## config.mk

```make
export PLATFORM = sky130hd
export DESIGN_NAME = bsg_manycore_pkt_decode
export DESIGN_NICKNAME = d
export VERILOG_FILES = /design/src/rtl/bsg_manycore_pkt_decode.sv
export SDC_FILE = /design/constraint.sdc
export NUM_CORES = 1
export LEC_CHECK = 0
export ABC_CLOCK_PERIOD_IN_PS = 6010
export CAP_MARGIN = 20
export CORE_UTILIZATION = 37
export CTS_CLUSTER_DIAMETER = 50
export CTS_CLUSTER_SIZE = 10
export DETAILED_ROUTE_END_ITERATION = 10
export PLACE_DENSITY = 0.7
export SLEW_MARGIN = 20
export SYNTH_ARGS = -nofsm -noshare
export SYNTH_HDL_FRONTEND = slang
export SYNTH_SLANG_ARGS = --single-unit
```

## constraint.sdc

```tcl
create_clock -name clk_i -period 6.01 [get_ports clk_i]
set_input_delay 1.5025 -clock clk_i [delete_from_list [all_inputs] [get_ports clk_i]]
set_output_delay 1.5025 -clock clk_i [all_outputs]
set_load 0.02 [all_outputs]
```

## src/rtl/bsg_manycore_pkt_decode.sv

```systemverilog
// Receive-side decoder for manycore remote-store packets: destination/opcode filter feeding a 2-entry FIFO.
// Optional dropped-packet counter enabled by `define BSG_MANYCORE_PKT_DECODE_STATS_EN.
module bsg_manycore_pkt_decode #(
  parameter int x_cord_width_p = 4,
  parameter int y_cord_width_p = 5,
  parameter int data_width_p   = 32,
  parameter int addr_width_p   = 20,
  localparam int packet_width_lp = addr_width_p + 2 + data_width_p/8 + data_width_p
                                   + 2*(x_cord_width_p + y_cord_width_p)
) (
  input  logic                          clk_i,
  input  logic                          reset_i,
  input  logic                          v_i,
  input  logic [packet_width_lp-1:0]    data_i,
  output logic                          ready_o,
  input  logic [x_cord_width_p-1:0]     my_x_i,
  input  logic [y_cord_width_p-1:0]     my_y_i,
  output logic                          v_o,
  input  logic                          yumi_i,
  output logic                          cfg_o,
  output logic [addr_width_p-1:0]       addr_o,
  output logic [data_width_p-1:0]       data_o,
  output logic [data_width_p/8-1:0]     mask_o,
  output logic [x_cord_width_p-1:0]     src_x_o,
  output logic [y_cord_width_p-1:0]     src_y_o,
  output logic [15:0]                   drop_cnt_o,
  output logic                          err_o
);

  localparam int mask_width_lp = data_width_p/8;
  localparam int dest_y_lsb_lp = x_cord_width_p;
  localparam int src_x_lsb_lp  = x_cord_width_p + y_cord_width_p;
  localparam int src_y_lsb_lp  = 2*x_cord_width_p + y_cord_width_p;
  localparam int data_lsb_lp   = 2*(x_cord_width_p + y_cord_width_p);
  localparam int mask_lsb_lp   = data_lsb_lp + data_width_p;
  localparam int op_lsb_lp     = mask_lsb_lp + mask_width_lp;
  localparam int addr_lsb_lp   = op_lsb_lp + 2;

  typedef struct packed {
    logic                      cfg;
    logic [addr_width_p-1:0]   addr;
    logic [data_width_p-1:0]   data;
    logic [mask_width_lp-1:0]  mask;
    logic [x_cord_width_p-1:0] src_x;
    logic [y_cord_width_p-1:0] src_y;
  } entry_s;

  logic [x_cord_width_p-1:0] dest_x;
  logic [y_cord_width_p-1:0] dest_y;
  logic [1:0]                op;
  logic                      dest_match, op_ok, accept, enq, deq, op_err;
  entry_s                    in_entry, head;

  entry_s     mem [2];
  logic       wr_ptr, rd_ptr;
  logic [1:0] count;
  logic       err_r;

  assign dest_x = data_i[0 +: x_cord_width_p];
  assign dest_y = data_i[dest_y_lsb_lp +: y_cord_width_p];
  assign op     = data_i[op_lsb_lp +: 2];

  assign in_entry.cfg   = (op == 2'b10);
  assign in_entry.addr  = data_i[addr_lsb_lp +: addr_width_p];
  assign in_entry.data  = data_i[data_lsb_lp +: data_width_p];
  assign in_entry.mask  = data_i[mask_lsb_lp +: mask_width_lp];
  assign in_entry.src_x = data_i[src_x_lsb_lp +: x_cord_width_p];
  assign in_entry.src_y = data_i[src_y_lsb_lp +: y_cord_width_p];

  assign dest_match = (dest_x == my_x_i) && (dest_y == my_y_i);
  assign op_ok      = (op == 2'b01) || (op == 2'b10);

  // ready_o depends only on the registered count, so a same-cycle yumi cannot free a full slot
  assign ready_o = (count != 2'd2);
  assign v_o     = (count != 2'd0);
  assign accept  = v_i & ready_o;
  assign enq     = accept & dest_match & op_ok;
  assign deq     = yumi_i & v_o;
  // a destination mismatch masks an opcode fault, so only local packets can raise err_o
  assign op_err  = accept & dest_match & ~op_ok;

  always_ff @(posedge clk_i) begin
    if (reset_i) begin
      mem[0] <= '0;
      mem[1] <= '0;
      wr_ptr <= 1'b0;
      rd_ptr <= 1'b0;
      count  <= '0;
      err_r  <= 1'b0;
    end else begin
      if (enq) begin
        mem[wr_ptr] <= in_entry;
        wr_ptr      <= ~wr_ptr;
      end
      if (deq) rd_ptr <= ~rd_ptr;
      case ({enq, deq})
        2'b10:   count <= count + 2'd1;
        2'b01:   count <= count - 2'd1;
        default: count <= count;
      endcase
      if (op_err) err_r <= 1'b1;
    end
  end

  assign head    = mem[rd_ptr];
  assign cfg_o   = head.cfg;
  assign addr_o  = head.addr;
  assign data_o  = head.data;
  assign mask_o  = head.mask;
  assign src_x_o = head.src_x;
  assign src_y_o = head.src_y;
  assign err_o   = err_r;

`ifdef BSG_MANYCORE_PKT_DECODE_STATS_EN
  logic        drop;
  logic [15:0] drop_cnt_r;

  assign drop = accept & ~(dest_match & op_ok);

  always_ff @(posedge clk_i) begin
    if (reset_i)                          drop_cnt_r <= '0;
    else if (drop && (drop_cnt_r != '1))  drop_cnt_r <= drop_cnt_r + 16'd1;
  end

  assign drop_cnt_o = drop_cnt_r;
`else
  assign drop_cnt_o = '0;
`endif

`ifndef SYNTHESIS
  yumi_requires_valid: assert property (@(posedge clk_i) disable iff (reset_i) yumi_i |-> v_o);
`endif

endmodule

```

# Word level (Yosys, flattened, before mapping)
# Memory sizes are Yosys's and may differ from the RTL's. A register that Yosys moved wholly into a read port is not among the register bits.
# Index checks and enable logic that the tools add are counted.
# totals
register_bits	5
latchBits	0
mem_bits_rw	132
romBits	0
inputBits	89
word_cells	38
n_memories	1
# op_classes
n_addsub	2
multipliers	0
div_mod_pow	0
order_cmp	0
n_eq_ne	7
n_shift	0
muxes	11
bitwise	8
n_reduce_logical	5
# memory_table
memory	words	width	rd	rd_clocked_by_memory_dff	write_ports	line_no	rtl
mem	2	66	1	1	2	54	entry_s mem [2];
# op_table
cell	count
$mux W66	1
$reduce_or A66 Y1	1
$mux W1	9
$and A1 B1 Y1	5
$eq A5 B5 Y1	1
$eq A2 B1 Y1 const B	2
$eq A2 B2 Y1 const B	2
$eq A4 B4 Y1	1
$pmux W2 S2	1
$reduce_bool A2 Y1	2
$not A1 Y1	3
$add A2 B1 Y2 const B	1
$ne A2 B2 Y1 const B	1
$sub A2 B1 Y2 const B	1
$logic_and A1 B1 Y1	1
$logic_or A1 B1 Y1	1

# Depth between registers and ports, before layout
# Gate-level depths: netlist of the first run.
# depth
ltp_word	9
depth_mapped	9
ltp_nobuf	7

# Least setup slack after synthesis of the first run
# No wires, ideal clock.
# synth_path
path_type	input port to flip-flop
startpoint	input port my_y_i[4]
endpoint	memory mem[0][0] (netlist name), enable pin
setup_time_ns	0.504
arrival_time_ns	5.476
required_ns	5.506
slack_ns	0.030
cell_stages	6
n_path_buf	2
cell_sequence	xor2_1 > nor4_2 > nand4b_1 > buf_2 > buf_2 > o21bai_1
# synth_lines
element	line_no	rtl
from (decl)	17	input logic [y_cord_width_p-1:0] my_y_i,
to (decl)	54	

==> results of run 1 <==
area by class of cell:
type	count	area, um2	share of cell area (%)
clock buffers	21	440	5.03
inverters	68	255	2.91
flip-flops and latches	138	4090	46.7
well taps	225	282	3.21
clock inverters	11	128	1.46
multi-input cells	248	1960	22.4
repair buffers	162	1610	18.4
cells by family (layout without fill, tap and decap cells):
kind of cell | after synthesis | after routing | synth area share (%)
buffers and inverters | 122 | 262 | 8.79
XOR/XNOR | 12 | 12 | 1.61
AND/OR/NAND/NOR | 146 | 146 | 14.6
adder cells (fa/ha/maj) | 2 | 2 | 0.383
flip-flops | 138 | 138 | 62.5
multiplexers | 67 | 67 | 11.5
other | 1 | 16 | 0.0574
AO/OA/AOI/OAI | 5 | 5 | 0.517
stage by stage:
step | std cells | instance area (um2) | hold slack [ns] | worst slack (ns)
finish | 873 | 8760 | 0.503 | 1.97
global route | 873 | 8760 | 0.531 | 1.82
CTS | 873 | 8760 | 0.515 | 2.01
detailed placement | 841 | 8190 | 0.496 | 1.59
global placement | 841 | 8190 | 0.480 | 1.65
floorplan | 508 | 6590 | 0.467 | 0.0303
per-layer routing:
layer  up-vias  track usage (%)
li1       1998                -
met1      1996             18.0
met2       150             25.9
met3        23             3.79
met4         0             6.18
met5         -                0
worst min path at each step:
stage,from,to,cells past startpoint
global route,err_o$_SDFFE_PP0P_,err_o$_SDFFE_PP0P_,2
detailed placement,err_o$_SDFFE_PP0P_,err_o$_SDFFE_PP0P_,2
CTS,err_o$_SDFFE_PP0P_,err_o$_SDFFE_PP0P_,2
finish,err_o$_SDFFE_PP0P_,err_o$_SDFFE_PP0P_,2
floorplan,count[1]$_SDFFE_PP0P_,count[1]$_SDFFE_PP0P_,2
global placement,count[1]$_SDFFE_PP0P_,count[1]$_SDFFE_PP0P_,2
synth_stat cells, drive strengths merged:
cell type and count:
and3 1, a21oi 1, a41oi 1, buf 40
conb 1, nand4b 1, or3 1, edfxtp 132
nor4 2, nor3 132, mux2i 1, nor2 4
clkbuf 14, xnor2 3, xor2 9, o21ai 1
nand2b 2, ha 2, dfxtp 6, and2 1
o21bai 2, mux2 66, or2 2, inv 68
tightest hold or removal path, cell delays in order (launching register included):
cell,delay (ns)
dfxtp_1,0.34
a41oi_1,0.05
nor2_1,0.08
flip-flops by register name, indices dropped and copies added, names as in the netlist, named ones only:
register and count:
mem 132, rd_ptr 1, wr_ptr 1, count 2, err_o 1
power by group through the flow:
stage	Sequential [mW]	Clock [mW]	Combinational (mW)
2_1_floorplan	1.10	0	0.0899
3_3_place_gp	1.10	0	0.179
3_5_place_dp	1.10	0	0.180
4_1_cts	1.08	1.04	0.181
5_1_grt	1.09	1.07	0.192
6_report	1.08	1.01	0.178
==> impl_metrics.csv, run 1 <==
group,metric,value,unit
outcome,status,"complete, no violations",
sta,fin_crit_sh,67.3,%
sta,slew_viol_final,0,
global_routing,grt.overflow.total,0,
drt,drt-initial-drc-count,194,
global_routing,grt_pass1_wl,20.9,mm
yosys,yosys.area.top_type,"edfxtp_1",
clock_network,postCtsSetupBuffers,0,
floorplan,row_count,48,
floorplan,start_util,37.8,%
clock_network,cts_hold_buf,0,
finish,layout_common_cells,"clkdlybuf4s50_1, edfxtp_1, nor3_1",
drt,drtPass1Iterations,4,
power_and_ir_drop,switching_share,20.5,%
finish,layout.nets,726,
clock_network,clk_pin_slew,0.06,ns
sta,setup-violations-final,0,
global_routing,track_usage,15.1,%
yosys,synthCells,493,
clock_network,cts.repair.resized,0,
worst_setup_path,crit_path_frequent_cell,"buf_4",
drt,drt_wl_total,13.3,mm
worst_setup_path,cpPeakStageDelay,0.81,ns
yosys,synth_top_area_share,60.7,%
power_and_ir_drop,clockPowerShare,44.6,%
power_and_ir_drop,p_int,1.81,mW
drt,wirelength_met1,5.56,mm
placement,place.gp.congestion,0.708,
clock_network,cts.htree.levels,4,
worst_setup_path,critPathTopFamily,"buffers and inverters",
drt,ant_nets,0,
finish,drive_above_1_share,22.1,%
clock_network,cts_buffers,17,
worst_setup_path,r2r-end,"mem[1][8]$_SDFFCE_PN0P_",
power_and_ir_drop,leakage,3.18,nW
sta,relSlewSlack,30.3,%
power_and_ir_drop,p_per_area,260,nW/um2
drt,via_count,4167,
worst_setup_path,crit_fanout,78,
sta,rsz0062_at_grt,"no",
floorplan,chipHeight,135,um
yosys,synth_cell_types,29,
clock_network,cts_root_buf,"clkbuf_16",
worst_setup_path,crit_slowest_cell,"buf_4",
finish,mostFrequentLayoutCell,"clkdlybuf4s50_1",
clock_network,cts_tree,"yes",
drt,wl_met2,6.60,mm
worst_setup_path,crit_path_end_kind,"flop",
worst_setup_path,regToRegSetupSlack,3.12,ns
clock_network,clkSinkCount,138,
finish,antenna_cells,0,
yosys,netlist_area,6530,um2
power_and_ir_drop,vdd_drop_max,0.000184,V
worst_setup_path,crit_path_end,"mem[1][8]$_SDFFCE_PN0P_",
power_and_ir_drop,p_sw,467,uW
yosys,yosysSeqAreaShare,62.5,%
sta,tightest_slew,1.05,ns
worst_setup_path,required,6.13,ns
drt,route.detailed.drc,0,
global_routing,antenna_found_initial,0,
sta,max_freq,0.247,GHz
finish,syn_to_final_growth,34.1,%
floorplan,core,17300,um2
drt,routedWlPerCell,15.2,um
worst_setup_path,r2r-start,"count[0]$_SDFFE_PP0P_",
global_routing,grt_pass1_vias,4350,
sta,layout_min_cycle_time,4.04,ns
worst_setup_path,crit_chain,"clkdlybuf4s50_1 > inv_1 > ha_1 > nand4b_1 > buf_4 > buf_4 > nor3_1",
sta,fin_setup_tns,0,ns
power_and_ir_drop,seqPwrFrac,47.6,%
sta,fin_worst_skew,0.00623,ns
global_routing,grt_max_degree,79,
worst_setup_path,critPathLaunch,"data_i[54]",
power_and_ir_drop,power,2.28,mW
finish,final_util,50.6,%
floorplan,die_area,18200,um2
yosys,yosysWarnings,0,
worst_setup_path,crit_cells,7,
floorplan,die_w,135,um
drt,top_layer,"met4",
worst_setup_path,worstPathArrival,4.16,ns
flow_run,cap_violations,0,
floorplan,io_pins,174,
yosys,synth-seq-cells,138,
clock_network,clk_latency,0.41,ns
drt,viasPerCell,4.77,
sta,hold_viol_final,0,
clock_network,cts_buffer_depth,2,
yosys,synth_top_cells_by_area,"edfxtp_1, mux2_2, nor3_1, nor3_2, inv_1",
placement,hpwl,7.87,mm
power_and_ir_drop,pwr-share-comb,7.8,%
yosys,avgSynthCellArea,13.3,um2
worst_setup_path,reg2reg_depth,6,
placement,port-buffer-count,157,
worst_setup_path,cp-start-kind,"primary input",
finish,fillers,1488,
worst_setup_path,path_class,"primary input to flop",
drt,dr_wl_met3,839,um
worst_setup_path,path_buf_inv,4,
hold_path,hp-class,"flop to flop",
No activity file was read; power rests on OpenSTA's default activity.
==> run 2, diff against run 1 <==
ABC_CLOCK_PERIOD_IN_PS = 3700   (was 6010)
clock period = 3.7 ns   (was 6.01 ns; I/O delays follow)
==> run 2 against run 1 <==
Net effect:
- clock power is 55% higher
- global-route usage grew 0.33 points
- cell area grew 1.1%
- first-iteration DRC count decreased by 4.1%
- critical path depth down 4
- utilization increased by 0.54 points
- routed wire length increased by 1.3%
- die area unchanged
- non-clock buffer count grew 5
- flip-flop and latch count stayed put
- clock skew up 0.0013 ns
- critical endpoint is now data_o[0]
- largest cell class unchanged
==> impl_metrics.csv, run 2 (same netlist as run 1, synthesis figures left out) <==
group,metric,value,unit
finish,layout.nets,731,
finish,largestRegisters,"mem x132, count x2",
clock_network,clk_latency,0.41,ns
floorplan,start_util,37.8,%
drt,drtPass1Iterations,5,
worst_setup_path,required,2.77,ns
clock_network,cts_root_buf,"clkbuf_16",
global_routing,grt_pass1_wl,21.2,mm
sta,rsz0062_at_grt,"no",
finish,syn_to_final_growth,35.5,%
global_routing,grt_max_degree,77,
floorplan,io_pins,174,
global_routing,gr-usage-met3,4.24,%
worst_setup_path,crit_slowest_cell,"dfxtp_4",
power_and_ir_drop,switching_share,20.7,%
placement,place.gp.congestion,0.712,
flow_run,cap_violations,0,
finish,mostFrequentLayoutCell,"clkdlybuf4s50_1",
global_routing,grtUsageMet1,19.2,%
worst_setup_path,crit_path_end_kind,"primary output",
worst_setup_path,path_class,"flop to primary output",
power_and_ir_drop,pwr-share-comb,8.3,%
worst_setup_path,cpPeakStageDelay,0.61,ns
worst_setup_path,worstPathArrival,2.34,ns
finish,antenna_cells,0,
finish,postLayoutCellArea,8850,um2
power_and_ir_drop,clockPowerShare,43.3,%
sta,max_freq,0.307,GHz
floorplan,core,17300,um2
global_routing,track_usage,15.4,%
worst_setup_path,crit_chain,"buf_4 > mux2_2 > clkdlybuf4s50_1",
sta,setup-violations-final,0,
placement,dp.cells,846,
clock_network,cts_hold_buf,0,
global_routing,grt.overflow.total,0,
hold_path,hp-class,"flop to flop",
placement,hpwl,8.45,mm
floorplan,die_w,135,um
finish,largest_reg_flops,132,
sta,tightest_slew,0.874,ns
drt,drt_wl_total,13.4,mm
clock_network,cts.htree.levels,4,
drt,ant_nets,0,
power_and_ir_drop,p_per_area,411,nW/um2
sta,relSlewSlack,41.7,%
clock_network,clkSinkCount,138,
sta,fin_worst_skew,0.00758,ns
finish,drive_above_1_share,22.7,%
clock_network,cts.repair.resized,0,
global_routing,grt_pass1_vias,4288,
worst_setup_path,critPathTopFamily,"buffers and inverters",
global_routing,grt.met2_usage,25.1,%
finish,layout_common_cells,"clkdlybuf4s50_1, edfxtp_1, nor3_1",
outcome,status,"complete, no violations",
clock_network,postCtsSetupBuffers,0,
power_and_ir_drop,p_int,2.88,mW
drt,viasPerCell,4.75,
floorplan,die_area,18200,um2
global_routing,grt-busiest-layer,"met2",
power_and_ir_drop,vdd_drop_max,0.000308,V
finish,finalNonFillerCells,877,
finish,regMostFlops,"mem",
power_and_ir_drop,seqPwrFrac,48.4,%
drt,routedWlPerCell,15.3,um
sta,slew_viol_final,0,
worst_setup_path,path_buf_inv,2,
floorplan,chipHeight,135,um
drt,via_count,4168,
placement,port-buffer-count,157,
worst_setup_path,cp-start-kind,"flop",
sta,fin_crit_sh,88.2,%
power_and_ir_drop,p_sw,754,uW
clock_network,cts_tree,"yes",
drt,drt-initial-drc-count,186,
clock_network,clk_pin_slew,0.06,ns
finish,fillers,1516,
floorplan,row_count,48,
clock_network,cts_buffer_depth,2,
sta,layout_min_cycle_time,3.26,ns
placement,place_area,8310,um2
drt,route.detailed.drc,0,
global_routing,antenna_found_initial,0,
sta,hold_viol_final,0,
power_and_ir_drop,leakage,3.23,nW
worst_setup_path,crit_fanout,28,
clock_network,cts_buffers,17,
[run 2: cell types whose count changed in the layout (fill, tap and decap cells not counted)]
cell        before  now
buf_12           0    6
clkinv_1         4    2
clkinv_4         0    2
buf_4            5    4
bufinv_16        3    2
clkbuf_1         4    5
clkinvlp_4       1    0
nand2b_2         1    0
nand2b_4         0    1
[run 2: through the flow]
stage,total power [mW],hold slack (ns),util (%),setup TNS [ns],setup slack (ns)
6_report,3.64,0.492,51.2,0,0.438
5_1_grt,3.76,0.560,51.2,0,0.323
4_1_cts,3.68,0.499,51.2,0,0.376
3_5_place_dp,2.10,0.470,48.0,0,0.596
3_3_place_gp,2.09,0.473,48.0,0,0.623
2_1_floorplan,1.94,0.467,-,-39.00,-0.295
[run 2: worst paths after layout]
path	start	slack (ns)	end	cells past startpoint
setup / recovery	flop	0.44	data_o[0]	3
hold / removal	err_o$_SDFFE_PP0P_	0.49	err_o$_SDFFE_PP0P_	2
setup reg to reg	count[0]$_SDFFE_PP0P_	1.64	mem[0][59]$_SDFFCE_PN0P_	5
hold reg to reg	err_o$_SDFFE_PP0P_	0.49	err_o$_SDFFE_PP0P_	2
[run 2: final cells by class]
cell class | instances | area [um2] | area share, %
clock inverter | 9 | 100 | 1.13
inverter | 68 | 255 | 2.88
timing repair buffer | 167 | 1720 | 19.4
sequential | 138 | 4090 | 46.2
tap | 225 | 282 | 3.18
clock buffer | 22 | 444 | 5.02
multi-input combinational | 248 | 1960 | 22.2
[run 2: routing by layer]
metal	part of all wire [%]	wire (um)
met1	43	5810
met3	6.8	909
met2	48	6480
met4	1.7	235
met5	0	0
[run 2: worst reg2reg max path, cell delays in order (launching register included)]
cell      delay (ns)
dfxtp_1         0.34
nand2b_1        0.17
and3_1          0.20
nand4b_1        0.17
buf_4           0.67
nor3_1          0.22
[run 2: power by group through the flow]
stage / Clock, mW / Sequential (mW) / Combinational (mW)
finish: 1.57 / 1.76 / 0.303
global route: 1.67 / 1.76 / 0.325
CTS: 1.61 / 1.76 / 0.308
detailed placement: 0 / 1.79 / 0.306
global placement: 0 / 1.79 / 0.303
floorplan: 0 / 1.79 / 0.147
